<file path="src/rtl/fdre_ce_arbiter.sv">
// fdre_ce_arbiter
//   Round-robin write arbiter in front of an external bank of FDRE-style flops.
//   It picks one requester, captures that requester's data into reg_d, pulses
//   reg_ce for one cycle, and then returns a one-cycle ack. A locked requester
//   may keep the grant for up to BURST_MAX back-to-back writes. A clear request
//   pulses reg_r and wins over writes whenever the arbiter is idle.
//
// Parameters
//   NREQ      number of requesters (1..8)
//   WIDTH     width of the register bank
//   BURST_MAX maximum consecutive writes for one locked requester
//
// Ports
//   C         clock, rising edge
//   R_N       synchronous active-low reset
//   req       per-requester write request, level, held until ack
//   req_data  write data, requester i at [i*WIDTH +: WIDTH]
//   lock      per-requester burst lock
//   clr_req   clear request, level, held until clr_ack
//   reg_ce    bank clock-enable (one cycle per write)
//   reg_d     bank data, holds its last value outside writes
//   reg_r     bank synchronous clear (one cycle per clear)
//   gnt       one-hot current grant, 0 when idle
//   ack       one-cycle pulse per committed write
//   clr_ack   one-cycle pulse per committed clear
//   busy      high whenever the arbiter is not idle
module fdre_ce_arbiter #(
   parameter int NREQ      = 4,
   parameter int WIDTH     = 8,
   parameter int BURST_MAX = 4
) (
   input  logic                  C,
   input  logic                  R_N,
   input  logic [NREQ-1:0]       req,
   input  logic [NREQ*WIDTH-1:0] req_data,
   input  logic [NREQ-1:0]       lock,
   input  logic                  clr_req,
   output logic                  reg_ce,
   output logic [WIDTH-1:0]      reg_d,
   output logic                  reg_r,
   output logic [NREQ-1:0]       gnt,
   output logic [NREQ-1:0]       ack,
   output logic                  clr_ack,
   output logic                  busy
);

   localparam int PW = (NREQ > 1) ? $clog2(NREQ) : 1;
   localparam int BW = $clog2(BURST_MAX + 1);
   localparam logic [NREQ-1:0] ONE = NREQ'(1);

   typedef enum logic [1:0] {S_IDLE, S_WRITE, S_ACK, S_CLEAR} state_t;

   state_t                      state;
   logic [PW-1:0]               ptr;    // last requester served
   logic [PW-1:0]               win;    // requester owning the current grant
   logic [BW-1:0]               burst;  // writes issued in the current grant
   logic [NREQ-1:0][WIDTH-1:0]  lane_d;

   // Same bit layout as the flat bus: lane_d[i] is req_data[i*WIDTH +: WIDTH].
   assign lane_d = req_data;

   // Round-robin pick: first requester at or after ptr+1, wrapping modulo NREQ.
   logic [PW-1:0] pick;
   logic          pick_vld;
   always_comb begin
      int            idx;
      logic [PW-1:0] cand;
      pick     = '0;
      pick_vld = 1'b0;
      idx      = 0;
      cand     = '0;
      for (int k = 1; k <= NREQ; k++) begin
         idx  = (int'(ptr) + k) % NREQ;
         cand = PW'(idx);
         if (!pick_vld && req[cand]) begin
            pick     = cand;
            pick_vld = 1'b1;
         end
      end
   end

   // A burst continues only while the owner still asks for it, no clear is
   // pending, and the burst budget is not spent.
   logic cont;
   assign cont = lock[win] & req[win] & ~clr_req & (burst < BW'(BURST_MAX));

   always_ff @(posedge C) begin
      if (!R_N) begin
         state   <= S_IDLE;
         gnt     <= '0;
         ack     <= '0;
         clr_ack <= 1'b0;
         reg_ce  <= 1'b0;
         reg_r   <= 1'b0;
         reg_d   <= '0;
         busy    <= 1'b0;
         ptr     <= PW'(NREQ - 1);
         win     <= '0;
         burst   <= '0;
      end else begin
         // single-cycle pulses default low
         ack     <= '0;
         clr_ack <= 1'b0;
         reg_ce  <= 1'b0;
         reg_r   <= 1'b0;
         case (state)
            S_IDLE: begin
               if (clr_req) begin
                  state   <= S_CLEAR;
                  reg_r   <= 1'b1;
                  clr_ack <= 1'b1;
                  gnt     <= '0;
                  busy    <= 1'b1;
               end else if (pick_vld) begin
                  state  <= S_WRITE;
                  win    <= pick;
                  gnt    <= ONE << pick;
                  reg_d  <= lane_d[pick];
                  burst  <= BW'(1);
                  reg_ce <= 1'b1;
                  busy   <= 1'b1;
               end
            end
            S_WRITE: begin
               // bank loads on this edge; acknowledge during the following cycle
               state <= S_ACK;
               ack   <= gnt;
               ptr   <= win;
            end
            S_ACK: begin
               if (cont) begin
                  state  <= S_WRITE;
                  reg_d  <= lane_d[win];
                  burst  <= burst + BW'(1);
                  reg_ce <= 1'b1;
               end else begin
                  state <= S_IDLE;
                  gnt   <= '0;
                  busy  <= 1'b0;
               end
            end
            S_CLEAR: begin
               state <= S_IDLE;
               busy  <= 1'b0;
            end
            default: begin
               state <= S_IDLE;
               gnt   <= '0;
               busy  <= 1'b0;
            end
         endcase
      end
   end

endmodule

</file>
<file path="config.mk">
export PLATFORM = sky130hd
export DESIGN_NAME = fdre_ce_arbiter
export DESIGN_NICKNAME = d
export VERILOG_FILES = /design/src/rtl/fdre_ce_arbiter.sv
export SDC_FILE = /design/constraint.sdc
export NUM_CORES = 1
export LEC_CHECK = 0
export CORE_MARGIN = 4
export CORE_UTILIZATION = 44
export DETAILED_ROUTE_END_ITERATION = 6
export PLACE_DENSITY = 0.77
export SYNTH_ARGS = -nofsm -noshare
export SYNTH_HDL_FRONTEND = slang
export SYNTH_SLANG_ARGS = --single-unit
</file>
<file path="constraint.sdc">
create_clock -name C -period 2.3 [get_ports C]
set_input_delay 0.46 -clock C [delete_from_list [all_inputs] [get_ports C]]
set_output_delay 0.46 -clock C [all_outputs]
set_load 0.05 [all_outputs]
</file>
### Word-level counts from Yosys, hierarchy flattened

Index checks and enable logic that the tools add are counted.

| storage, ports and cells | value |
|---|---|
| output and inout bits | 20 |
| logic and storage cells | 99 |
| bits of input ports | 43 |
| flip-flop bits (word level) | 28 |

| operators by class | value |
|---|---|
| shifts and indexed selects | 1 |
| multiplexer cells | 49 |
| reductions and logical operators | 15 |
| equal/unequal tests | 8 |
| bitwise logic cells | 4 |
| magnitude comparators | 7 |
| add/subtract/negate cells | 5 |

Operator list:

| operator | count |
|---|---|
| $mux 8 | 5 |
| $bmux 8 s2 | 2 |
| $lt 2x3->1 const B | 6 |
| $mux 1 | 18 |
| $pmux 8 s2 | 1 |
| $bmux 1 s2 | 6 |
| $mux 2 | 6 |
| $mux 4 | 3 |
| $mux 3 | 3 |
| $reduce_and 3->1 | 3 |
| $ne 2x2->1 const B | 4 |
| $pmux 2 s4 | 1 |
| $pmux 4 s2 | 1 |
| $pmux 3 s2 | 1 |
| $add 2x1->2 const B | 2 |
| $add 2x2->2 const B | 2 |
| $eq 2x2->1 const B | 2 |
| $reduce_and 2->1 | 2 |
| $reduce_and 4->1 | 1 |
| $shl 1x2->4 const A | 1 |
| $add 3x1->3 const B | 1 |
| $and 1x1->1 | 3 |
| $logic_and 1x1->1 | 3 |
| $logic_not 1->1 | 3 |
| other kinds (9) | 9 |

### Logic depth before layout (Yosys ltp)

| depth | value |
|---|---|
| depth after elaboration | 18 |
| gate-level depth with buffers | 9 |
| gate-level depth less buffers | 6 |

### Worst setup path before layout

OpenSTA, ideal clock, no wires.

| timing path | value |
|---|---|
| path kind | input to register |
| start point | in req[0] |
| end point | reg reg_d[3] |
| buffers on the path | 2 |
| setup time | 0.092 ns |
| stages on the path | 8 |
| slack | 0.632 ns |
| data required time | 2.208 ns |
| data arrival time | 1.576 ns |
| cells stage by stage | and2b_1 -> a21oi_2 -> o221ai_2 -> buf_6 -> buf_6 -> nand3_1 -> o211a_1 -> o32ai_1 |

| on the way | value |
|---|---|
| word-level cells in the longest chain between the ends | 17 |
| elaborated cells between the ends (all ways) | 35 |
| those cells by class | eq/ne (2); mux (23); bitwise (3); reduce/logical (7) |

RTL lines:

| element | line | text |
|---|---|---|
| start: declaration | 34 | `input logic [NREQ-1:0] req,` |
| $bmux 1 s2 | 75 | `if (!pick_vld && req[cand]) begin` |
| $mux 1 (implied by the code) | 75 |  |
| $mux 1 | 75 |  |
| $logic_not 1->1 | 75 |  |
| $logic_and 1x1->1 | 75 |  |
| $mux 1 | 75 |  |
| $logic_not 1->1 | 75 |  |
| $logic_and 1x1->1 | 75 |  |
| $mux 1 | 75 |  |
| $logic_not 1->1 | 75 |  |
| $logic_and 1x1->1 | 75 |  |
| $mux 2 | 75 |  |
| $bmux 8 s2 | 118 | `reg_d <= lane_d[pick];` |
| $mux 8 (implied by the code) | 118 |  |
| $mux 8 | 114 | `end else if (pick_vld) begin` |
| $mux 8 | 108 | `if (clr_req) begin` |
| $pmux 8 s2 | 106 | `case (state)` |
| end signal: assignment | 118 |  |
| end signal: assignment | 133 | `reg_d <= lane_d[win];` |
| end: declaration | 39 | `output logic [WIDTH-1:0] reg_d,` |

Parallel ways exist; a longest one is shown, timed or not. The select of a mux whose other input is x is not followed.
A chain may end at the register's enable or synchronous reset.

### Final worst setup path

| timing path | value |
|---|---|
| start point | in req[0] |
| end point | reg reg_d[2] |

The elaborated chain is that of the path after synthesis.

==> impl_metrics.yaml <==
status:
  outcome: "completed"
final_layout:
  multiInputGateArea_um2: 993
  nets: 295
  final_layout_size_suffix_gt1_frac: 0.140
  area_delta_synth_final_pct: 48.4
  fillCellCount: 293
  regArea_um2: 561
  diodes: 0
yosys:
  yosysUniqueCellTypes: 39
  ys_warn_count: 0
  synthArstFlopShare: 0
  synth_cells: 180
  ys_seq_area_frac: 0.336
  syn_area_um2: 1670
  synth_ff_type: "dfxtp_1"
  synth_edf_count: 0
  syn_avg_cell_area_um2: 9.27
  synth_nets: 224
  synth_seq_cells: 28
critical_path:
  cp_data_arrival_time_ns: 2.26
  startpoint: "req[0]"
  worst_setup_path_end_kind: "register"
  path_max_fanout: 18
  cp.required_ns: 2.49
  crit_type: "in -> reg"
  r2r-end: "reg_d[2]"
  start_kind: "input port"
  rr_worst_depth: 6
  r2r_start: "ptr[1]"
  r2r_slack_ns: 0.44
  crit_end: "reg_d[2]"
global_route:
  antenna_found_initial: 0
  grt_pass1_vias: 1644
  grt_max_degree: 19
  overflow: 0
  grt_pass1_wl_um: 7840
  grt.total_usage: 0.195
routing:
  drtAntennaViolNets: 0
  postRouteWirelength_um: 4480
  dr.pass1.iters: 4
  vias: 1664
  drt_iter0_drc: 107
  drc: 0
  routed_via_density: 5.58
  post_drt_wl_per_cell_um: 15.0
sta:
  finalSetupViolCount: 0
  timing.final.crit_period_ns: 2.08
  hold_viol: 0
  worstMarginPinSlew_ns: 0.523
  final.period_utilization: 0.903
  relSlewSlack: 0.649
  final-max-slew-violation-count: 0
  layout_setup_ws_ns: 0.224
  fin_skew_ns: 0.00591
  max_freq_mhz: 482
  tns_ns: 0
  rsz0062_at_grt: "no"
pwr:
  p_clk_frac: 0.258
  power.density_nw_per_um2: 602
  leakage_uw: 0.000985
  swShare: 0.317
  power.internal_uw: 1020
  peakVddDrop_uv: 473
  combPwrFrac: 0.368
  power_frac_seq: 0.373
  switching_power_uw: 472
  totalPowerFinal_uw: 1490
place:
  port_buffers: 62
  dp_slack_ns: -0.0476
  place.gp.congestion: 0.883
  hpwl_um: 3490
clock_network:
  cts_resized: 0
  cts_setup_buffers: 0
  cts_hold_buffers: 0
  cts_root_buf: "clkbuf_8"
  clock_latency_ns: 0.28
  clock_sinks: 28
  clkTransAtPathRegs_ns: 0.10
  htreeDepth: 1
  ctsLongestPathBuffers: 2
  cts_tree: "built"
  numCtsBuffers: 3
floorplan:
  die-area_um2: 4840
  die_h_um: 69.6
  core_um2: 3660
  io_pins: 63
  rows: 22
  start_util: 0.456
  die_w_um: 69.6
hold_path:
  min_path_type: "reg -> reg"
job:
  maxCapViolations: 0
-- state kept, by name, indices dropped and copies added (netlist names) --
signal   count
ack          4
burst        3
busy         1
clr_ack      1
gnt          4
ptr          2
reg_ce       1
reg_d        8
state        2
win          2
-- logic make-up (layout without fill, tap and decap cells) --
logic type,after synthesis,count (layout),share of synthesized area
AO/OA/AOI/OAI,48,48,0.244
adder cells (fa/ha/maj),1,1,0.00750
buffers and inverters,23,93,0.0690
flip-flops,28,28,0.336
multiplexers,18,18,0.168
AND/OR/NAND/NOR,62,62,0.175
-- routing by layer --
layer	global-route usage	vias up	part of all wire
li1	-	822	-
met2	0.337	54	0.50
met5	0	-	0
met3	0.0333	7	0.054
met4	0.0390	0	0.011
met1	0.256	781	0.44
-- metrics by stage --
step / utilization / instances / hold WS (ns) / area (um2)
after floorplan: - / 180 / 0.444 / 1670
after global placement: 0.657 / 294 / 0.443 / 2400
after detailed placement: 0.657 / 294 / 0.453 / 2400
after CTS: 0.676 / 298 / 0.468 / 2480
after global routing: 0.676 / 298 / 0.498 / 2480
final: 0.676 / 298 / 0.464 / 2480
-- critical path, cell delays in order --
cell and delay (ns):
clkdlybuf4s50_1 0.52, and2b_1 0.21, a21oi_2 0.14, o221ai_2 0.13, buf_12 0.18, mux2i_1 0.14, o211a_1 0.21, o32ai_1 0.26
-- synth_stat cells (2+ instances only) --
cell type  number  area share
mux4_2          8        0.11
buf_2           2      0.0060
inv_1          12       0.027
nor3_1          3      0.0090
a21oi_1        12       0.036
o32ai_1         8       0.042
nand2_1        10       0.022
mux2i_1        10       0.060
or3_1           2      0.0075
clkbuf_1        3      0.0067
o211a_1         8       0.048
o211ai_1        3       0.013
nand3_1        14       0.042
a211oi_1        2      0.0090
buf_4           3       0.013
nand3b_1        2      0.0090
a22oi_1         3       0.013
and3_1          5       0.019
nor2b_1         2      0.0075
nor2_1         21       0.047
buf_6           2       0.013
dfxtp_1        28        0.34
-- power groups by stage --
stage,clock [uW],combinational [uW],sequential (uW)
floorplan,0,270,641
global placement,0,543,567
detailed placement,0,548,567
CTS,396,550,556
global route,414,595,563
finish,385,549,556
-- layout by cell type (no fill, tap or decap), types with 2 or more instances in the layout --
cell	synthesis	final
nor2b_1	2	2
a21oi_1	12	12
mux2i_1	10	10
nor3_1	3	3
and3_1	5	5
buf_4	3	14
a22oi_1	3	3
o211ai_1	3	3
nand3b_1	2	2
a211oi_1	2	2
dfxtp_1	28	28
o32ai_1	8	8
or3_1	2	2
inv_1	12	12
mux4_2	8	8
clkbuf_8	0	3
nand2_1	10	10
nand3_1	14	14
nor2_1	21	21
o211a_1	8	8
clkdlybuf4s50_1	0	62
-- final cells by class --
type / instances / area share
Clock buffer: 3 / 0.0167
Sequential cell: 28 / 0.226
Multi-Input combinational cell: 129 / 0.401
Timing Repair Buffer: 77 / 0.301
Inverter: 12 / 0.0182
Tap cell: 48 / 0.0243
Clock inverter: 1 / 0.0121
-- worst min-delay path by stage --
| stage | start | endpoint | slack (ns) | depth (start not counted) |
|---|---|---|---|---|
| after CTS | reg_d[1] | reg_d[1] | 0.47 | 2 |
| after global routing | reg_d[1] | reg_d[1] | 0.50 | 2 |
| final | reg_d[1] | reg_d[1] | 0.46 | 2 |
| after detailed placement | reg_d[1] | reg_d[1] | 0.45 | 2 |
| after floorplan | burst[0] | burst[0] | 0.44 | 1 |
| after global placement | reg_d[1] | reg_d[1] | 0.44 | 2 |
Power figures use the tool's default switching activity.
